`src/rtl/shifter_pkg.sv`:
```
// Shared types for the pipelined barrel shifter: operation encoding and a
// reference stage payload layout at the default operand/tag widths.
package shifter_pkg;

    typedef enum logic [1:0] {
        SH_SLL = 2'b00,
        SH_SRL = 2'b01,
        SH_SRA = 2'b10,
        SH_ROR = 2'b11
    } sh_op_e;

    localparam int DATA_W    = 32;
    localparam int SA_W      = $clog2(DATA_W);
    localparam int TAG_W_DEF = 4;

    // Everything that travels with an operation between pipeline registers.
    typedef struct packed {
        logic [DATA_W-1:0]    data;
        logic [SA_W-1:0]      sa;
        sh_op_e               op;
        logic [TAG_W_DEF-1:0] tag;
    } sh_stage_t;

endpackage

```
`src/rtl/shift_level.sv`:
```
// One logarithmic shift level with an optional valid/ready output register.
// Defining SHIFTER_ROTATE_EN adds the rotate-right datapath for op 2'b11.
module shift_level
    import shifter_pkg::*;
#(
    parameter int WIDTH  = 32,
    parameter int SAW    = 5,
    parameter int AMT    = 16,
    parameter int SA_BIT = 4,
    parameter int TAG_W  = 4,
    parameter bit REG    = 1'b0
) (
    input  logic             clk,
    input  logic             clrn,
    input  logic             flush,
    input  logic             in_valid,
    output logic             in_ready,
    input  logic [WIDTH-1:0] in_data,
    input  logic [SAW-1:0]   in_sa,
    input  logic [1:0]       in_op,
    input  logic [TAG_W-1:0] in_tag,
    output logic             out_valid,
    input  logic             out_ready,
    output logic [WIDTH-1:0] out_data,
    output logic [SAW-1:0]   out_sa,
    output logic [1:0]       out_op,
    output logic [TAG_W-1:0] out_tag,
    output logic             busy
);

    logic [WIDTH-1:0] shifted;

    always_comb begin
        shifted = in_data;
        if (in_sa[SA_BIT]) begin
            case (sh_op_e'(in_op))
                SH_SLL:  shifted = in_data << AMT;
                SH_SRA:  shifted = $signed(in_data) >>> AMT;
`ifdef SHIFTER_ROTATE_EN
                SH_ROR:  shifted = (in_data >> AMT) | (in_data << (WIDTH - AMT));
`endif
                default: shifted = in_data >> AMT;
            endcase
        end
    end

    if (REG) begin : g_reg
        logic             valid_q;
        logic [WIDTH-1:0] data_q;
        logic [SAW-1:0]   sa_q;
        logic [1:0]       op_q;
        logic [TAG_W-1:0] tag_q;

        assign in_ready = !valid_q || out_ready;

        // Flush wins over a simultaneous load; payload only moves on a real transfer.
        always_ff @(posedge clk or negedge clrn) begin
            if (!clrn) begin
                valid_q <= 1'b0;
                data_q  <= '0;
                sa_q    <= '0;
                op_q    <= '0;
                tag_q   <= '0;
            end else begin
                if (flush) begin
                    valid_q <= 1'b0;
                end else if (in_ready) begin
                    valid_q <= in_valid;
                end
                if (in_ready && in_valid) begin
                    data_q <= shifted;
                    sa_q   <= in_sa;
                    op_q   <= in_op;
                    tag_q  <= in_tag;
                end
            end
        end

        assign out_valid = valid_q;
        assign out_data  = data_q;
        assign out_sa    = sa_q;
        assign out_op    = op_q;
        assign out_tag   = tag_q;
        assign busy      = valid_q;
    end else begin : g_comb
        logic unused_ctl;

        assign in_ready   = out_ready;
        assign out_valid  = in_valid;
        assign out_data   = shifted;
        assign out_sa     = in_sa;
        assign out_op     = in_op;
        assign out_tag    = in_tag;
        assign busy       = 1'b0;
        assign unused_ctl = &{1'b0, clk, clrn, flush};
    end

endmodule

```
`src/rtl/pipe_barrel_shifter.sv`:
```
// Pipelined log barrel shifter (SLL/SRL/SRA, plus ROR when SHIFTER_ROTATE_EN
// is defined); REG_MASK bit k places a register after level k.
module pipe_barrel_shifter
    import shifter_pkg::*;
#(
    parameter int             WIDTH    = 32,
    parameter int             SAW      = $clog2(WIDTH),
    parameter logic [SAW-1:0] REG_MASK = SAW'(5'b00101),
    parameter int             TAG_W    = 4
) (
    input  logic             clk,
    input  logic             clrn,
    input  logic             flush,
    input  logic             in_valid,
    output logic             in_ready,
    input  logic [WIDTH-1:0] in_x,
    input  logic [SAW-1:0]   in_sa,
    input  logic [1:0]       in_op,
    input  logic [TAG_W-1:0] in_tag,
    output logic             out_valid,
    input  logic             out_ready,
    output logic [WIDTH-1:0] out_sh,
    output logic [TAG_W-1:0] out_tag,
    output logic             busy
);

    // Level 0 shifts by WIDTH/2 under the MSB of the shift amount.
    for (genvar k = 0; k < SAW; k++) begin : g_lvl
        logic             prv_vld, vld, rdy, nxt_rdy, bsy, bsy_acc;
        logic [WIDTH-1:0] prv_dat, dat;
        logic [SAW-1:0]   prv_sa, sa;
        logic [1:0]       prv_op, op;
        logic [TAG_W-1:0] prv_tag, tag;

        if (k == 0) begin : g_src
            assign prv_vld = in_valid;
            assign prv_dat = in_x;
            assign prv_sa  = in_sa;
            assign prv_op  = in_op;
            assign prv_tag = in_tag;
            assign bsy_acc = bsy;
        end else begin : g_src
            assign prv_vld = g_lvl[k-1].vld;
            assign prv_dat = g_lvl[k-1].dat;
            assign prv_sa  = g_lvl[k-1].sa;
            assign prv_op  = g_lvl[k-1].op;
            assign prv_tag = g_lvl[k-1].tag;
            assign bsy_acc = bsy | g_lvl[k-1].bsy_acc;
        end

        if (k == SAW - 1) begin : g_dst
            assign nxt_rdy = out_ready;
        end else begin : g_dst
            assign nxt_rdy = g_lvl[k+1].rdy;
        end

        shift_level #(
            .WIDTH (WIDTH),
            .SAW   (SAW),
            .AMT   (WIDTH >> (k + 1)),
            .SA_BIT(SAW - 1 - k),
            .TAG_W (TAG_W),
            .REG   (REG_MASK[k])
        ) u_level (
            .clk      (clk),
            .clrn     (clrn),
            .flush    (flush),
            .in_valid (prv_vld),
            .in_ready (rdy),
            .in_data  (prv_dat),
            .in_sa    (prv_sa),
            .in_op    (prv_op),
            .in_tag   (prv_tag),
            .out_valid(vld),
            .out_ready(nxt_rdy),
            .out_data (dat),
            .out_sa   (sa),
            .out_op   (op),
            .out_tag  (tag),
            .busy     (bsy)
        );
    end

    logic unused_tail;

    assign in_ready    = g_lvl[0].rdy;
    assign out_valid   = g_lvl[SAW-1].vld;
    assign out_sh      = g_lvl[SAW-1].dat;
    assign out_tag     = g_lvl[SAW-1].tag;
    assign busy        = g_lvl[SAW-1].bsy_acc;
    assign unused_tail = &{1'b0, g_lvl[SAW-1].sa, g_lvl[SAW-1].op};

endmodule

```
`config.mk`:
```
export PLATFORM = sky130hd
export DESIGN_NAME = pipe_barrel_shifter
export DESIGN_NICKNAME = d
export VERILOG_FILES = /design/src/rtl/shifter_pkg.sv /design/src/rtl/shift_level.sv /design/src/rtl/pipe_barrel_shifter.sv
export SDC_FILE = /design/constraint.sdc
export NUM_CORES = 1
export LEC_CHECK = 0
export ABC_AREA = 1
export BUFFER_PORTS_ARGS = -buffer_cell sky130_fd_sc_hd__buf_4
export CORE_UTILIZATION = 45
export CTS_CLUSTER_SIZE = 25
export DETAILED_ROUTE_END_ITERATION = 10
export PLACE_DENSITY = 0.65
export SLEW_MARGIN = 0
export SYNTH_ARGS = -nofsm -noshare
export SYNTH_HDL_FRONTEND = slang
export SYNTH_SLANG_ARGS = --single-unit
```
`constraint.sdc`:
```
create_clock -name clk -period 2 [get_ports clk]
set_input_delay 0.4 -clock clk [delete_from_list [all_inputs] [get_ports clk]]
set_output_delay 0.4 -clock clk [all_outputs]
set_load 0.03 [all_outputs]
```
==> flow_summary_export.csv, run 1 <==
group,metric,value,unit
run_status,status,"finished with violations",
run_status,violations,"setup timing",
sta,setup_viol,32,
sta,timing.final.ws_setup,-0.178,ns
critical_path,reg2reg_to,"g_lvl[2].u_level.out_data[9]",
logic_synthesis,ys_ff_latch,84,
finish,fillers,1373,
critical_path,setup.worst_path.end_class,"output port",
sta,slew_headroom,69.1,%
grt,grt_util_met3,3.11,%
route,via_per_inst,5.46,
clock_tree,cts_tree,"done",
floorplanning,core-area,0.0133,mm^2
flow_run,cap_viol_max_count,0,
logic_synthesis,syn_area_per_cell,6.44,um^2
finish,drive_above_1_share,18.2,%
grt,met2_usage,39.8,%
finish,n_antenna_cell,0,
logic_synthesis,synthDistinctLibCells,26,
pwr,vdd_drop_max,0.458,mV
route,drc,0,
place,gp_congestion,0.905,
sta,hold_violations,0,
critical_path,worstReg2RegStart,"g_lvl[0].u_level.out_op[1]",
clock_tree,numClockSinks,84,
finish,fin_cells,1216,
floorplanning,die-area,0.0143,mm^2
sta,drv_slew,0,
critical_path,r2r_setup_slack,0.38,ns
route,wl_per_cell,14.6,um
min_path,whs_path_depth,2,
critical_path,cp_data_arrival_time,1.78,ns
floorplanning,initial_core_util,46.5,%
grt,grt_pass1_vias,5933,
finish,final_util,57.0,%
clock_tree,cts_buffers,9,
place,place_inst,1191,
clock_tree,clock_latency,0.34,ns
pwr,power_density,986,mW/mm^2
sta,rsz0062_at_grt,"yes",
logic_synthesis,synth_warnings,0,
grt,grt_util_met1,36.8,%
grt,gr-usage-all-layers,25.6,%
route,drt_iter0_drc,660,
sta,timing.fmax,459,MHz
critical_path,cp.required,1.60,ns
logic_synthesis,syn-instance-count,964,
sta,min_period,2.18,ns
critical_path,cp-startpoint,"g_lvl[2].u_level.out_op[1]",
place,dp_hpwl,13100,um
clock_tree,cts_htree_levels,3,
grt,antenna_found_initial,0,
clock_tree,clk_path_buf_depth,2,
route,first_pass_iters,5,
floorplanning,die_w,119,um
clock_tree,clockRootBuffer,"clkbuf_16",
sta,fin_crit_sh,109,%
grt,top_usage_layer,"met2",
critical_path,path_class,"reg2out",
floorplanning,rows,42,
finish,nNetsFinal,1083,
sta,worst_slew_pin_slew,0.463,ns
route,antenna_left,0,
place,numPortBuffers,86,
grt,grt_max_degree,45,
logic_synthesis,ys_seq_area_share,33.9,%
pwr,p_leak,0.00374,uW
floorplanning,die_h,119,um
critical_path,cp-endpoint,"out_sh[1]",
finish,areaGrowthSynthToFinish,22.6,%
critical_path,worst_setup_path_start_kind,"register",
sta,clock_skew,0.00747,ns
critical_path,r2r_cells,7,
logic_synthesis,syn_nets,1012,
min_path,min_path_type,"in2reg",
route,wirelength,17800,um
floorplanning,io_pins,87,
route,via_count,6641,
critical_path,critPathMaxFanout,14,
logic_synthesis,syn_area,0.00620,mm^2
clock_tree,clk_pin_slew,0.06,ns
grt,grt_pass1_wl,29500,um
grt,grt.overflow.total,0,
[power breakdown]
part	switching [uW]	total, uW	internal [uW]	leakage (uW)
Clock	659	1660	1000	0.000138
Sequential	251	2220	1970	0.00100
Combinational	2280	3610	1330	0.00260
[cells in the final DEF, fill, tap and decap left out, types with 5 or more instances in the layout]
master,synthesis,routed
o21ai_2,0,12
buf_4,6,103
nand3_1,220,217
buf_6,4,9
nor2_1,77,75
inv_1,79,78
o211ai_1,11,11
o31ai_1,5,5
buf_12,0,7
a21oi_1,53,53
a31oi_1,10,8
o21ai_0,71,44
inv_2,9,9
dfrtp_1,84,84
clkbuf_16,0,10
o21ai_1,7,22
nand3_2,13,16
o22ai_1,9,8
nand2_1,241,241
[how the worst min path moves through the flow]
| stage | slack (ns) | end | startpoint |
|---|---|---|---|
| after floorplan | 0.10 | g_lvl[0].u_level.busy | clrn |
| after global placement | 0.25 | g_lvl[0].u_level.out_data[24] | clrn |
| after detailed placement | 0.26 | g_lvl[0].u_level.out_data[24] | clrn |
| after CTS | 0.21 | g_lvl[0].u_level.busy | flush |
| after global routing | 0.23 | g_lvl[0].u_level.busy | flush |
| final | 0.22 | g_lvl[0].u_level.busy | flush |
[synthesized netlist by cell type]
library cell	instances	share of area [%]
nand2_2	1	0.10
nand2_4	2	0.36
a31oi_1	10	1.0
nand3_2	13	2.1
dfrtp_1	84	34
o22ai_1	9	0.91
o211ai_1	11	1.3
a21oi_1	53	4.3
nand2_1	241	15
buf_6	4	0.73
buf_2	24	1.9
o21ai_1	7	0.56
o21a_1	3	0.36
a31oi_4	1	0.34
nor2_1	77	4.7
inv_2	9	0.54
o21ai_0	71	5.7
inv_1	79	4.8
clkbuf_1	27	1.6
nor2_8	2	0.65
inv_4	1	0.10
o31ai_1	5	0.61
or2_2	3	0.30
buf_1	1	0.060
nand3_1	220	18
buf_4	6	0.73
[through the flow]
step                      hold slack [ns]  total power, uW  cell area, um^2  worst slack (ns)  setup TNS [ns]
after floorplan                     0.104             4490             6200             0.143               0
after global placement              0.252             5520             7050             0.122               0
after detailed placement            0.255             5540             7050            0.0676               0
after CTS                           0.210             7340             7460            -0.169           -3.99
after global routing                0.226             7970             7600            -0.250           -6.86
final                               0.216             7500             7600            -0.178           -4.47
[registers in the layout, summed over array words and instances (netlist names)]
name and cells:
g_lvl.u_level.busy 2, g_lvl.u_level.out_tag 8, g_lvl.u_level.out_data 64, g_lvl.u_level.out_op 4
g_lvl.u_level.out_sa 6
[area by class of cell]
| type | instances | area (um^2) | area share [%] |
|---|---|---|---|
| Multi-Input combinational cell | 729 | 3560 | 46.8 |
| Sequential cell | 84 | 2100 | 27.6 |
| Timing Repair Buffer | 122 | 1080 | 14.2 |
| Inverter | 89 | 344 | 4.52 |
| Clock buffer | 11 | 243 | 3.19 |
| Tap cell | 176 | 220 | 2.90 |
| Clock inverter | 5 | 61.3 | 0.806 |
[layer usage]
layer | wire length (um) | share of wire [%]
met4 | 379 | 2.1
met2 | 8050 | 45
met3 | 869 | 4.9
met5 | 0 | 0
met1 | 8520 | 48
[critical path, cell delays in order (launching register included)]
cell and delay [ns]:
dfrtp_1 0.41, nor2_4 0.20, buf_4 0.19, buf_16 0.16
o21ai_1 0.10, nand3_1 0.08, o211ai_1 0.11, buf_4 0.19
[timing repair]
| action | CTS | global route |
|---|---|---|
| pin swaps | 1 | 2 |
| buffers inserted | 5 | 1 |
| cloned | 1 | 1 |
| endpoints found under the hold margin | 10 | 0 |
| hold buffers | 1 | 0 |
| endpoints found under the setup margin | 32 | 32 |
| gates resized for setup | 36 | 26 |
[logic make-up after synthesis]
group / Yosys count / synth area share (%)
buffers and inverters: 151 / 10.5
and+or+nand+nor: 559 / 40.5
AOI/OAI and AO/OA: 170 / 15.1
DFF: 84 / 33.9
Note: power is estimated with default switching activity, not from simulation.
==> inputs of run 2 (changes only) <==
PLACE_DENSITY = unset   (was 0.65)
SYNTH_HIERARCHICAL = 1   (was unset)
==> run 2 against run 1 <==
Compared with the run above:
- die area is 17% higher
- largest cell class unchanged
- non-clock buffer count up 5
- clock-buffer cell count up 1
- largest power group unchanged
- clock skew decreased by 0.0026 ns
- sequential share of layout area shrank 3.4 points
- clock power about the same
- utilization is 2.2 points lower
- the flow still finishes with violations (setup timing)
- area after synthesis increased by 18%
- hold slack worse by 0.22 ns
- register-to-register slack got worse by 0.09 ns
- highest routed layer unchanged
==> flow_summary_export.csv, run 2 <==
group,metric,value,unit
run_status,status,"finished with violations",
run_status,violations,"setup timing",
sta,slew_headroom,64.0,%
floorplanning,die_w,129,um
logic_synthesis,syn_area_per_cell,5.69,um^2
sta,finalSetupTns,-3.64,ns
route,via_per_inst,4.83,
pwr,vdd_drop_max,0.465,mV
grt,grt_pass1_wl,32700,um
finish,layout_commonest_cell,"nand2_1",
critical_path,critPathMaxFanout,28,
critical_path,cp_data_arrival_time,1.74,ns
sta,timing.final.ws_setup,-0.137,ns
floorplanning,rows,46,
logic_synthesis,synth_warnings,6,
clock_tree,cts_buffers,9,
route,drt_iter0_drc,452,
finish,nNetsFinal,1367,
pwr,p_leak,0.00497,uW
sta,clock_skew,0.00487,ns
finish,mostFrequentLayoutCells,"612 x nand2_1, 127 x inv_1, 109 x nand3_1",
route,drc,0,
finish,fillers,1667,
grt,gr-usage-all-layers,24.4,%
clock_tree,clockRootBuffer,"clkbuf_16",
route,via_count,7437,
floorplanning,die_h,129,um
route,wirelength,19800,um
logic_synthesis,syn_area,0.00729,mm^2
floorplanning,initial_core_util,46.1,%
sta,rsz0062_at_grt,"yes",
clock_tree,ctsHoldBuffers,0,
clock_tree,cts_tree,"done",
finish,fin_area,0.00867,mm^2
grt,grt_pass1_vias,6676,
floorplanning,die-area,0.0167,mm^2
finish,n_antenna_cell,0,
critical_path,r2r_cells,9,
floorplanning,core-area,0.0158,mm^2
clock_tree,cts_htree_levels,3,
critical_path,path_class,"reg2out",
place,place_ws,0.130,ns
clock_tree,clk_pin_slew,0.06,ns
place,gp_congestion,0.863,
place,dp_hpwl,13800,um
clock_tree,numClockSinks,84,
logic_synthesis,syn-instance-count,1282,
sta,worst_slew_pin_slew,0.535,ns
sta,hold_violations,0,
sta,fin_crit_sh,107,%
clock_tree,clk_path_buf_depth,2,
critical_path,setup.worst_path.end_class,"output port",
grt,grt.overflow.total,0,
critical_path,worst_setup_path_start_kind,"register",
finish,largest_reg_flops,64,
route,antenna_left,0,
finish,areaGrowthSynthToFinish,18.9,%
route,wl_per_cell,12.9,um
min_path,min_path_type,"in2async",
flow_run,cap_viol_max_count,0,
grt,grt_max_degree,46,
finish,drive_above_1_share,18.1,%
clock_tree,clock_latency,0.34,ns
route,first_pass_iters,7,
place,dpl-instance-area,0.00783,mm^2
sta,min_period,2.14,ns
sta,setup_viol,32,
place,numPortBuffers,86,
pwr,power_density,946,mW/mm^2
sta,timing.fmax,468,MHz
sta,drv_slew,0,
grt,antenna_found_initial,0,
floorplanning,io_pins,87,
critical_path,cp.required,1.60,ns
logic_synthesis,syn_nets,1330,
[run 2: metrics by stage]
| stage | instances | hold WS (ns) | total power [uW] | utilization (%) |
|---|---|---|---|---|
| 2_1_floorplan | 1282 | 0.104 | 4970 | - |
| 3_3_place_gp | 1511 | 0.373 | 5910 | 49.5 |
| 3_5_place_dp | 1511 | 0.374 | 5930 | 49.5 |
| 4_1_cts | 1537 | 0.00955 | 8060 | 53.7 |
| 5_1_grt | 1540 | 0.0214 | 8790 | 54.8 |
| 6_report | 1540 | 0.0000221 | 8200 | 54.8 |
[run 2: report_power, final]
part | switching, uW | internal (uW)
clock | 662 | 1030
sequential | 274 | 1970
combinational | 2610 | 1660
[run 2: final timing paths]
path	from	to	slack [ns]
setup / recovery	g_lvl[2].u_level/out_op[0]	out_sh[15]	-0.14
hold / removal	clrn	g_lvl[2].u_level/out_sa[0]	0.00002
setup reg to reg	g_lvl[0].u_level/out_op[0]	g_lvl[2].u_level/out_data[28]	0.29
hold reg to reg	g_lvl[0].u_level/out_tag[3]	g_lvl[2].u_level/out_tag[3]	0.48
max in group asynchronous	clrn	g_lvl[0].u_level/out_data[22]	1.41
min in group clk	flush	g_lvl[0].u_level/busy	0.21
[run 2: cell type report]
class,instances,area (um^2),share of cell area (%)
Multi-Input combinational cell,950,4140,47.7
Sequential cell,84,2100,24.3
Timing Repair Buffer,127,1290,14.8
Inverter,147,572,6.59
Tap cell,216,270,3.12
Clock buffer,12,256,2.96
Clock inverter,4,47.5,0.548
[run 2: what timing repair did]
item,4_1_cts,5_1_grt
gates cloned,5,1
buffers inserted,6,3
gates resized for setup,60,46
pin swaps,4,4
setup endpoints to repair,32,32
[run 2: metal layers]
metal	GRT usage (%)	up-vias	routed length (um)
met4	5.95	0	276
li1	-	3891	-
met3	2.89	20	663
met2	41.4	168	9410
met5	0	-	0
met1	33.2	3358	9460
[run 2: critical path, cell delays in order, from the launching register on]
cell,delay [ns]
dfrtp_2,0.43
nor2_4,0.15
buf_12,0.18
nand2_1,0.07
nand3_1,0.08
nand2_1,0.07
inv_1,0.07
nand2_1,0.05
nand3_1,0.08
nand2_1,0.07
buf_6,0.14
